[src/rtl/punc_control.sv]
// punc_control: multi-cycle LC3 control FSM sequencing fetch/decode/execute for the PUnC datapath
//   clk, rst (async, active-low)          ir, n/z/p from datapath
//   ir_ld, pc_ld, pc_sel, mem_addr_sel, mem_w_en, rf_r0_addr, rf_r1_addr,
//   rf_w_en, rf_w_addr, rf_w_sel, alu_op, alu_b_imm, cc_ld, temp_ld, halted
module punc_control #(
  parameter logic [7:0] HALT_VECT = 8'h25,
  parameter bit         HALT_ANY  = 1'b1
) (
  input  logic        clk,
  input  logic        rst,
  input  logic [15:0] ir,
  input  logic        n,
  input  logic        z,
  input  logic        p,
  output logic        ir_ld,
  output logic        pc_ld,
  output logic [1:0]  pc_sel,
  output logic [1:0]  mem_addr_sel,
  output logic        mem_w_en,
  output logic [2:0]  rf_r0_addr,
  output logic [2:0]  rf_r1_addr,
  output logic        rf_w_en,
  output logic [2:0]  rf_w_addr,
  output logic [1:0]  rf_w_sel,
  output logic [1:0]  alu_op,
  output logic        alu_b_imm,
  output logic        cc_ld,
  output logic        temp_ld,
  output logic        halted
);
  typedef enum logic [2:0] {FETCH, DECODE, EXEC, EXEC2, HALT} state_t;
  localparam logic [3:0] OP_BR  = 4'b0000, OP_ADD = 4'b0001, OP_LD  = 4'b0010,
                         OP_ST  = 4'b0011, OP_JSR = 4'b0100, OP_AND = 4'b0101,
                         OP_LDR = 4'b0110, OP_STR = 4'b0111, OP_NOT = 4'b1001,
                         OP_LDI = 4'b1010, OP_STI = 4'b1011, OP_JMP = 4'b1100,
                         OP_LEA = 4'b1110, OP_TRAP = 4'b1111;
  state_t state, nxt;
  logic [3:0] op;
  logic halt_trap, br_taken, is_store;
  assign op        = ir[15:12];
  assign halt_trap = (op == OP_TRAP) && (HALT_ANY || ir[7:0] == HALT_VECT);
  assign br_taken  = (ir[11] & n) | (ir[10] & z) | (ir[9] & p);
  assign is_store  = (op == OP_ST) || (op == OP_STR) || (op == OP_STI);
  always_ff @(posedge clk or negedge rst)
    if (!rst) state <= FETCH;
    else      state <= nxt;
  // Every output is forced to 0 while reset is asserted, so an aborted
  // instruction can never leave a write enable high.
  always_comb begin
    nxt          = state;
    ir_ld        = 1'b0;
    pc_ld        = 1'b0;
    pc_sel       = 2'd0;
    mem_addr_sel = 2'd0;
    mem_w_en     = 1'b0;
    rf_r0_addr   = 3'd0;
    rf_r1_addr   = 3'd0;
    rf_w_en      = 1'b0;
    rf_w_addr    = 3'd0;
    rf_w_sel     = 2'd0;
    alu_op       = 2'd0;
    alu_b_imm    = 1'b0;
    cc_ld        = 1'b0;
    temp_ld      = 1'b0;
    halted       = 1'b0;
    if (rst) begin
      rf_r0_addr = ir[8:6];
      rf_r1_addr = is_store ? ir[11:9] : ir[2:0];
      rf_w_addr  = (op == OP_JSR) ? 3'd7 : ir[11:9];
      case (state)
        FETCH: begin
          ir_ld = 1'b1;
          pc_ld = 1'b1;
          nxt   = DECODE;
        end
        DECODE: nxt = halt_trap ? HALT : EXEC;
        EXEC: begin
          nxt = FETCH;
          case (op)
            OP_ADD, OP_AND: begin
              rf_w_en   = 1'b1;
              cc_ld     = 1'b1;
              alu_b_imm = ir[5];
              alu_op    = (op == OP_AND) ? 2'd1 : 2'd0;
            end
            OP_NOT: begin
              alu_op  = 2'd2;
              rf_w_en = 1'b1;
              cc_ld   = 1'b1;
            end
            OP_LD, OP_LDR: begin
              mem_addr_sel = (op == OP_LD) ? 2'd1 : 2'd2;
              rf_w_sel     = 2'd1;
              rf_w_en      = 1'b1;
              cc_ld        = 1'b1;
            end
            OP_LEA: begin
              rf_w_sel = 2'd2;
              rf_w_en  = 1'b1;
              cc_ld    = 1'b1;
            end
            OP_ST, OP_STR: begin
              mem_addr_sel = (op == OP_ST) ? 2'd1 : 2'd2;
              mem_w_en     = 1'b1;
            end
            OP_LDI, OP_STI: begin
              mem_addr_sel = 2'd1;
              temp_ld      = 1'b1;
              nxt          = EXEC2;
            end
            OP_BR: begin
              pc_ld  = br_taken;
              pc_sel = br_taken ? 2'd1 : 2'd0;
            end
            OP_JMP: begin
              pc_ld  = 1'b1;
              pc_sel = 2'd3;
            end
            // Link and jump share the cycle: JSRR R7 reads the old R7 as its
            // target because the register read precedes the write edge.
            OP_JSR: begin
              rf_w_sel = 2'd3;
              rf_w_en  = 1'b1;
              pc_ld    = 1'b1;
              pc_sel   = ir[11] ? 2'd2 : 2'd3;
            end
            default: ;
          endcase
        end
        EXEC2: begin
          nxt          = FETCH;
          mem_addr_sel = 2'd3;
          if (op == OP_LDI) begin
            rf_w_sel = 2'd1;
            rf_w_en  = 1'b1;
            cc_ld    = 1'b1;
          end
          mem_w_en = (op == OP_STI);
        end
        HALT: halted = 1'b1;
        default: nxt = FETCH;
      endcase
    end
  end
endmodule

[config.mk]
export PLATFORM = sky130hd
export DESIGN_NAME = punc_control
export DESIGN_NICKNAME = d
export VERILOG_FILES = /design/src/rtl/punc_control.sv
export SDC_FILE = /design/constraint.sdc
export NUM_CORES = 1
export LEC_CHECK = 0
export BUFFER_PORTS_ARGS = -buffer_cell sky130_fd_sc_hd__buf_2
export CORE_UTILIZATION = 37
export DETAILED_ROUTE_END_ITERATION = 16
export PLACE_DENSITY = 0.84
export SYNTH_ARGS = -nofsm -noshare
export SYNTH_HDL_FRONTEND = slang
export SYNTH_SLANG_ARGS = --single-unit
[constraint.sdc]
create_clock -name clk -period 1.3 [get_ports clk]
set_input_delay 0.13 -clock clk [delete_from_list [all_inputs] [get_ports clk]]
set_output_delay 0.13 -clock clk [all_outputs]
set_load 0.03 [all_outputs]
======== Yosys cells after proc, flatten, opt, wreduce, memory -nomap -nowiden ========
Index checks and enable logic that the tools add are counted.
W data, S select, Z words.
storage, ports and cells
  register bits after elaboration ......... 3
  bits of input ports ..................... 21
  output and inout bits ................... 25
  word-level logic and storage cells ...... 85
cells by class
  eq/ne operators ......................... 17
  multiplexer cells ....................... 49
  bitwise gates (word level) .............. 6
  reduce and logical (&&, ||, !) cells .... 12
operators by type and width
  operator              number
  $eq A4 B4 Y1 const B  6
  $mux W1               22
  $mux W2               9
  $mux W3               6
  $pmux W2 S3           3
  $eq A4 B3 Y1 const B  4
  $pmux W2 S2           3
  $pmux W3 S4           1
  $pmux W1 S2           5
  $reduce_or A2 Y1      5
  $eq A4 B2 Y1 const B  2
  $reduce_or A7 Y1      1
  $eq A3 B2 Y1 const B  2
  $reduce_or A6 Y1      1
  $eq A4 B1 Y1 const B  1
  $logic_not A4 Y1      1
  $and A1 B1 Y1         3
  $eq A3 B1 Y1 const B  1
  $eq A3 B3 Y1 const B  1
  $logic_not A3 Y1      1
  $logic_or A1 B1 Y1    2
  $or A1 B1 Y1          2
  $reduce_and A2 Y1     1
  $not A1 Y1            1

======== Logic depth before layout (Yosys ltp) ========
Gate-level depths: netlist of run 1.
  word-level depth ........................ 7
  depth in mapped cells ................... 5
  gate-level depth less buffers ........... 4

======== Worst setup path after synthesis of run 1 ========
Ideal clock, no wire load.
  kind .................................... reg-to-output
  start ................................... register state[2]
  end ..................................... output pc_sel[0]
  arrival time ............................ 1,544 ps
  required time ........................... 1,170 ps
  slack ................................... -374 ps
  stages on the path, launching flop included .. 4
  path buffers ............................ 0
  cell sequence ........................... dfrtp_1 and2b_1 nand3_1 a211oi_1
on the way
  word-level cells in the longest chain between the ends .. 3
RTL lines
  element                   line  RTL
  start: declaration        37    state_t state, nxt;
  start signal: assignment  46    else state <= nxt;
  $eq A3 B2 Y1              70    case (state)
  $mux W2                   70
  $mux W2                   66    if (rst) begin
  end: declaration          17    output logic [1:0] pc_sel,
Every way passes these cells.

======== Worst setup path in the final report of run 1 ========
  start ................................... register state[2]
  end ..................................... output mem_w_en
on the way
  word-level cells in the longest chain between the ends .. 3
  elaborated cells between the ends (all ways) .. 4
RTL lines
  element           line  RTL
  $eq A3 B2 Y1      70
  $pmux W1 S2 (*)   70
  $mux W1 (*)       66
  end: declaration  19    output logic mem_w_en,
Mark *: on every way between the ends. The rest lies on a longest branch, timed or not.

==> results of run 1 <==
cells in the mapped netlist, types with 3 or more instances:
cell,number,area (µm²)
mux2i_1,5,50.1
a21oi_1,3,15.0
nand3_1,4,20.0
nor2b_1,6,37.5
and2_1,5,31.3
and2b_1,3,22.5
nor2_1,15,56.3
o21a_1,4,30.0
nand2_1,4,15.0
dfrtp_1,3,75.1
path summary, 6_finish.rpt:
path,endpoint,depth (start not counted)
hold reg to reg,state[0],2
setup reg to reg,state[0],5
hold / removal,state[0],3
min in group asynchronous,state[2],3
max in group asynchronous,state[0],3
setup / recovery,mem_w_en,5
worst min-delay path: stages:
cell     delay, ns
buf_2         0.08
buf_4         0.17
mux2i_1       0.09
logic make-up (layout without fill, tap and decap cells):
group / count (synthesis) / after routing
AOI/OAI and AO/OA: 18 / 18
xor gates and xnor gates: 1 / 1
buffers and inverters: 8 / 68
DFF: 3 / 3
muxes: 5 / 5
and+or+nand+nor: 48 / 48
through the flow:
stage,utilization,TNS [ns]
floorplan,-,-0.234
global placement,0.717,-0.363
detailed placement,0.717,-0.847
CTS,0.867,-3.27
global route,0.895,-4.56
finish,0.895,-3.72
report_power, final:
part | internal [µW] | switching, µW
sequential | 134 | 29.7
clock | 115 | 44.9
combinational | 511 | 633
cells in the final DEF, fill, tap and decap left out, types with 3 or more instances in the layout:
master and count:
dfrtp_1 3, nor2b_1 6, nor2_2 4, a21oi_1 3, and2_1 3, buf_4 16
clkbuf_4 3, buf_6 17, o21a_1 4, buf_2 27, nand2_1 3, mux2i_1 4
nand3_2 3, nor2_1 9
metal layers:
metal | vias to the layer above | GRT usage | wire [µm]
met5 | - | 0 | 0
li1 | 411 | - | -
met3 | 12 | 0.0543 | 93
met1 | 424 | 0.342 | 882
met4 | 0 | 0.250 | 127
met2 | 49 | 0.635 | 1540
layout make-up:
cell class	count	area share
Clock buffer	4	0.0217
Inverter	3	0.00932
Multi-Input combinational cell	72	0.513
Sequential cell	3	0.0621
Tap cell	15	0.0155
Timing Repair Buffer	61	0.378
what timing repair did:
item                                    in CTS  in global routing
gates resized for setup                     42                 11
pin swaps                                    5                  5
endpoints found under the hold margin        3                  0
setup buffers                                3                  1
hold buffers                                 1                  0
cloned                                       0                  0
endpoints found under the setup margin      16                 23
==> results.ini, run 1 <==
[routing]
final_antenna_net_count=0
wirelength_um=2650
vias_per_cell=5.67
drc_errors=0
num_vias=896
drt_first_pass_iters=4
drt_iter0_drc=22
wl_per_cell_um=16.8

[power_and_ir_drop]
vdd_drop_max_mv=1.13
power.density_nw_per_um2=1210
total_power_uw=1470
leakage_uw=0.000578

[sta]
rsz0062_at_grt=yes
whs_ns=0.299
finalSetupViolations=19
skew_ns=0.00132
worstMarginPinSlew_ns=0.348
finalMaxSlewViolations=0
slew_headroom=0.768
fmax_mhz=628
post-route-min-period_ns=1.59
setup_ws_ns=-0.291
post-route-period-util=1.22
finalHoldViolCount=0

[synthesis]
yosysSeqAreaShare=0.135
synth_fa_ha_area_frac=0
synth_area_per_cell_um2=6.68
ys_seq_elements=3
synth_fp_nets=104
synthMuxAreaShare=0.0903
yosys_warnings=0
synth_top_family_by_area=simple AND/OR/NAND/NOR gates
yosys.area_share.simple=0.467
synthCells=83
synth_async_sr_flop_share=1.00
synthFlopType=dfrtp_1
synth_compound_area_frac=0.219
ys_types=32
synth_xor_area_frac=0.0158
synth-edff-count=0
netlist_area_um2=554

[cells_and_area]
syn_to_final_growth_pct=118
drive_above_1_share=0.650
fill_cells=65
top_register=state
postLayoutCellArea_um2=1210
num-nets-final=165
stdcell_count=158
diodes=0
seqCellArea_um2=75.1
multi_input_area_um2=621
largest_reg_flops=3
reg.largest.list=state (3)

[die]
die_h_um=40.7
initial_core_util=0.411
die-area_um2=1660
fp-row-count=13
die_w_um=40.7
io_pins=46
core_um2=1350

[cts]
cts_buffer_depth=2
path_clk_slew_ns=0.04
cts-root-buf=clkbuf_4
clock_sinks=3
numCtsBuffers=3
cts_tree=yes
htreeDepth=1
insertion_delay_ns=0.23

[setup_path]
required_ns=1.17
crit_top_cell=buf_6
worst_path_max_delay_cell=dfrtp_1
crit_arrival_ns=1.46
slowest_delay_ns=0.38
cp_cell_sequence=and2b_2 -> buf_6 -> nand2_8 -> nor3b_4 -> buf_6
path_max_fanout=7
cp-start-kind=flip-flop
critical_path_class=reg2out
cp_top_family=simple AND/OR/NAND/NOR gates
cp-startpoint=state[2]
reg2reg_setup_slack_ns=0.01
path_buf_inv=2
end_kind=output port
r2r-start=state[0]

[global_route]
grt_pass1_vias=822
grt_pass1_wl_um=3680
grt_max_degree=16
grtUsageTotal=0.344
overflow=0
antenna_found_initial=0

[status]
violations=setup timing
run_status=finished, violations left

[placed_design]
dpl_cell_area_um2=968
pre_cts_ws_ns=-0.122
dp_hpwl_um=1600
io_buffer_count=43
placed_cells=151
place.gp.congestion=0.767

[flow_run]
maxCapViolations=0

[hold_path]
min_path_type=in2reg
worstHoldStart=rst

Note: power is estimated with default switching activity, not from simulation.
==> inputs of run 2 (changes only) <==
--- a/config.mk
+++ b/config.mk
@@ -5,7 +5,7 @@
 export SDC_FILE = /design/constraint.sdc
 export NUM_CORES = 1
 export LEC_CHECK = 0
-export BUFFER_PORTS_ARGS = -buffer_cell sky130_fd_sc_hd__buf_2
+export BUFFER_PORTS_ARGS = -buffer_cell sky130_fd_sc_hd__buf_4
 export CORE_UTILIZATION = 37
 export DETAILED_ROUTE_END_ITERATION = 16
 export PLACE_DENSITY = 0.84
==> results.ini, run 2 (synthesis gave the netlist of run 1 again) <==
[die]
io_pins=46  ; unchanged
die_w_um=40.7  ; unchanged
fp-row-count=13  ; unchanged
die_h_um=40.7  ; unchanged
core_um2=1350  ; unchanged
initial_core_util=0.411  ; unchanged
die-area_um2=1660  ; unchanged

[power_and_ir_drop]
netSwitchingPower_uw=760  ; +7.5%
seqPwrFrac=0.108  ; -0.004
power.density_nw_per_um2=1220  ; +0.20%
p_sw_frac=0.491  ; +0.00906
vdd_drop_max_mv=1.23  ; +8.9%
leakage_uw=0.000581  ; +0.61%
combPwrFrac=0.789  ; +0.009
power_frac_clock=0.103  ; -0.006
intPower_uw=788  ; +3.6%

[setup_path]
end_kind=output port
critical_path_class=reg2out
path_max_fanout=7  ; unchanged
required_ns=1.17  ; about the same
crit_arrival_ns=1.52  ; +0.06 ns
cp-start-kind=flip-flop

[status]
violations=setup timing
run_status=finished, violations left

[cells_and_area]
mostFrequentLayoutCells=buf_4, buf_6, nor2_1
fill_cells=43  ; -34%
final_core_util=0.943  ; +0.0473
num-nets-final=160  ; -3.0%
diodes=0  ; unchanged
largest_reg_flops=3  ; unchanged
syn_to_final_growth_pct=130
reg.largest.list=state (3)
top_register=state
drive_above_1_share=0.652  ; +0.00182
seqCellArea_um2=75.1  ; unchanged
final_common_cell=buf_4
multi_input_area_um2=639  ; +3.0%

[cts]
insertion_delay_ns=0.23  ; about the same
cts-root-buf=clkbuf_4
cts_buffer_depth=2  ; unchanged
htreeDepth=1  ; unchanged
numCtsBuffers=3  ; unchanged
cts_tree=yes
clock_sinks=3  ; unchanged
path_clk_slew_ns=0.04  ; about the same

[routing]
vias_per_cell=5.97  ; +5.3%
final_antenna_net_count=0  ; unchanged
num_vias=914  ; +2.0%
drc_errors=0  ; unchanged
wirelength_um=3120  ; +18%
drt_iter0_drc=31  ; +41%
drt_first_pass_iters=4  ; unchanged
wl_per_cell_um=20.4  ; +22%

[global_route]
overflow=0  ; unchanged
grt_pass1_wl_um=3830  ; +4.1%
grtUsageTotal=0.353  ; +0.00862
grt_pass1_vias=848  ; +3.2%
antenna_found_initial=0  ; unchanged
grt_max_degree=16  ; unchanged

[placed_design]
io_buffer_count=43  ; unchanged
dp_hpwl_um=1520  ; -4.5%
place.gp.congestion=0.768  ; +0.21%

[sta]
finalMaxSlewViolations=0  ; unchanged
fmax_mhz=607  ; -3.4%
whs_ns=0.303  ; +0.00360 ns
setup_ws_ns=-0.348  ; -0.0564 ns
finalSetupViolations=19  ; unchanged
rsz0062_at_grt=yes
worstMarginPinSlew_ns=0.473  ; +0.125 ns
post-route-period-util=1.27  ; +0.0434
slew_headroom=0.685  ; -0.0834
skew_ns=0.00210  ; +0.000779 ns
finalHoldViolCount=0  ; unchanged
post-route-min-period_ns=1.65  ; +0.0564 ns

[hold_path]
min_path_type=in2reg

[flow_run]
maxCapViolations=0  ; unchanged

run 2: power by group through the flow:
stage	Clock, µW	Combinational [µW]	Sequential [µW]
6_report	160	1220	167
5_1_grt	169	1270	168
4_1_cts	164	1100	162
3_5_place_dp	0	893	157
3_3_place_gp	0	868	155
2_1_floorplan	0	535	178
run 2: layer usage:
| metal | part of all wire | GRT usage | vias to the layer above |
|---|---|---|---|
| li1 | - | - | 401 |
| met1 | 0.37 | 0.344 | 439 |
| met2 | 0.54 | 0.583 | 58 |
| met3 | 0.061 | 0.141 | 16 |
| met4 | 0.037 | 0.283 | 0 |
| met5 | 0 | 0 | - |
run 2: final cells by class:
type                            count  area share
Multi-Input combinational cell     72       0.502
Timing Repair Buffer               56       0.394
Sequential cell                     3      0.0590
Inverter                            3     0.00885
Clock buffer                        4      0.0206
Tap cell                           15      0.0147
run 2: critical path: stages (launching register included):
cell and delay [ns]:
dfrtp_1 0.40, and2b_4 0.32, buf_6 0.13, nand2_8 0.09, nor3b_4 0.19, buf_6 0.15
run 2: stage by stage:
stage          setup slack [ns]  std cells  total power, µW  TNS [ns]  area [µm²]
2_1_floorplan           -0.0772         83              713    -0.234         651
3_3_place_gp            -0.0423        146             1020    -0.149        1040
3_5_place_dp            -0.0925        146             1050    -0.360        1040
4_1_cts                  -0.290        153             1420     -3.21        1230
5_1_grt                  -0.374        153             1610     -4.75        1270
6_report                 -0.348        153             1550     -4.09        1270
run 2: what timing repair did:
action	in CTS	in global routing
pin swaps	9	10
endpoints found under the setup margin	16	19
hold buffers	1	0
resized for setup	35	10
buffers inserted	2	0
hold endpoints to repair	3	0
run 2: path summary, 6_finish.rpt:
kind | from | end | slack [ns] | depth (start not counted)
setup / recovery | state[2] | mem_w_en | -0.35 | 5
hold / removal | rst | state[0] | 0.30 | 3
setup reg to reg | state[2] | state[2] | -0.01 | 5
hold reg to reg | state[0] | state[0] | 0.64 | 2
max in group asynchronous | rst | state[1] | 0.68 | 3
min in group asynchronous | rst | state[2] | 0.46 | 3
==> inputs of run 3 (changes only) <==
--- a/config.mk
+++ b/config.mk
@@ -7,6 +7,7 @@
 export LEC_CHECK = 0
 export BUFFER_PORTS_ARGS = -buffer_cell sky130_fd_sc_hd__buf_4
 export CORE_UTILIZATION = 37
+export CTS_CLUSTER_DIAMETER = 120
 export DETAILED_ROUTE_END_ITERATION = 16
 export PLACE_DENSITY = 0.84
 export SYNTH_ARGS = -nofsm -noshare
==> constraint.sdc (replaced) <==
create_clock -name clk -period 1.7 [get_ports clk]
set_input_delay 0.17 -clock clk [delete_from_list [all_inputs] [get_ports clk]]
set_output_delay 0.17 -clock clk [all_outputs]
set_load 0.03 [all_outputs]
==> results.ini, run 3 (synthesis gave the netlist of run 1 again) <==
[cells_and_area]
num-nets-final=151  ; -5.6%
postLayoutCellArea_um2=946  ; -26%
reg.largest.list=state (3)
largest_reg_flops=3  ; unchanged
mostFrequentLayoutCells=buf_4, nor2_1, nor2b_1
top_register=state
drive_above_1_share=0.450  ; -0.203
final_common_cell=buf_4
diodes=0  ; unchanged
syn_to_final_growth_pct=70.7
fill_cells=124  ; +190%

[hold_path]
worstHoldStart=rst
min_path_type=in2reg
holdPathEnd=state[0]
whs_path_depth=2  ; -1

[sta]
post-route-min-period_ns=1.63
slew_headroom=0.814  ; +0.130
skew_ns=0.00139  ; -0.000710 ns
finalSetupViolations=0  ; -19
finalHoldViolCount=0  ; unchanged
finalMaxSlewViolations=0  ; unchanged
rsz0062_at_grt=no
setup_tns_ns=0  ; +4.09 ns
fmax_mhz=615
post-route-period-util=0.957
worstMarginPinSlew_ns=0.279  ; -0.194 ns

[placed_design]
place.gp.congestion=0.776  ; +0.92%
dpl_cell_area_um2=885  ; -15%
dp_hpwl_um=1370  ; -10%
io_buffer_count=43  ; unchanged

[flow_run]
maxCapViolations=0  ; unchanged

[die]
core_um2=1350  ; unchanged
die_h_um=40.7  ; unchanged
initial_core_util=0.411  ; unchanged
die_w_um=40.7  ; unchanged
die-area_um2=1660  ; unchanged
io_pins=46  ; unchanged
fp-row-count=13  ; unchanged

[power_and_ir_drop]
vdd_drop_max_mv=0.746  ; -39%
total_power_uw=818  ; -47%
power.density_nw_per_um2=865  ; -29%
leakage_uw=0.000476  ; -18%

[setup_path]
required_ns=1.53  ; +0.36 ns
path_buf_inv=1  ; -1
rr_endpoint=state[0]
worst_path_max_delay_cell=dfrtp_2
critical_path_class=reg2out
cp-start-kind=flip-flop
path_max_fanout=6  ; -1
cp_cell_sequence=and2b_1 -> nand3_1 -> a211oi_2 -> buf_4
cp_top_family=flip-flops
crit_arrival_ns=1.46  ; -0.06 ns
worst-r2r-cell-count=4  ; -1
slowest_delay_ns=0.43  ; +0.03 ns
r2r-start=state[0]
end_kind=output port
reg2reg_setup_slack_ns=0.52  ; +0.53 ns

[cts]
htreeDepth=1  ; unchanged
path_clk_slew_ns=0.04  ; about the same
insertion_delay_ns=0.23  ; about the same
numCtsBuffers=3  ; unchanged
cts-root-buf=clkbuf_4
clock_sinks=3  ; unchanged
cts_buffer_depth=2  ; unchanged
cts_tree=yes

[global_route]
grt_pass1_vias=633  ; -25%
grt_max_degree=17  ; +1
overflow=0  ; unchanged
antenna_found_initial=0  ; unchanged
grtUsageTotal=0.220  ; -0.132
grt_pass1_wl_um=2450  ; -36%

[routing]
num_vias=749  ; -18%
drt_iter0_drc=14  ; -55%
final_antenna_net_count=0  ; unchanged
drc_errors=0  ; unchanged
vias_per_cell=5.20  ; -13%
wl_per_cell_um=12.3  ; -40%
drt_first_pass_iters=4  ; unchanged
wirelength_um=1760  ; -43%

[status]
run_status=finished clean

==> run 3: cell types whose count changed in the layout (fill, tap and decap cells not counted), sizes merged <==
cell	change
clkbuf	+1
buf	-10
==> run 3: worst max-delay path by stage <==
stage              from        end  slack (ns)  cells after the start
6_report       state[0]  pc_sel[0]        0.07                      4
5_1_grt        state[0]  pc_sel[0]       0.006                      4
4_1_cts        state[0]  alu_b_imm        0.01                      4
3_5_place_dp   state[0]    temp_ld        0.21                      4
3_3_place_gp   state[0]    temp_ld        0.24                      4
2_1_floorplan  state[2]  alu_b_imm        0.01                      3
==> run 3: metal layers <==
layer  share of wire  routed length [µm]  GRT usage
met1            0.41                 731      0.248
met2            0.53                 936      0.389
met3           0.054                  95     0.0435
met4               0                   0      0.108
met5               0                   0          0
==> run 3: layout make-up <==
cell class                      instances  area [µm²]  share of cell area
Tap cell                               15        18.8              0.0198
Timing Repair Buffer                   47         353               0.373
Inverter                                3        11.3              0.0119
Sequential cell                         3        76.3              0.0807
Multi-Input combinational cell         72         460               0.487
Clock buffer                            4        26.3              0.0278
==> run 3: metrics by stage <==
stage / cells / setup WS [ns] / util / hold WS, ns
after global routing: 144 / 0.00554 / 0.701 / 0.267
after floorplan: 83 / 0.0116 / - / -0.126
after CTS: 142 / 0.0138 / 0.685 / 0.227
after detailed placement: 137 / 0.212 / 0.655 / 0.00942
after global placement: 137 / 0.241 / 0.655 / 0.00662
final: 144 / 0.0733 / 0.701 / 0.232
==> run 3: repair_timing <==
item / 4_1_cts / 5_1_grt
hold buffers: 1 / 0
endpoints found under the setup margin: 5 / 5
pin swaps: 0 / 0
endpoints found under the hold margin: 3 / 0
setup buffers: 0 / 2
gates cloned: 0 / 0
resized for setup: 2 / 3
==> run 3: report_power, final <==
group	switching, µW	leakage, µW	internal (µW)
Sequential	40.6	0.0000374	105
Combinational	307	0.000424	244
Clock	34.2	0.0000150	87.8
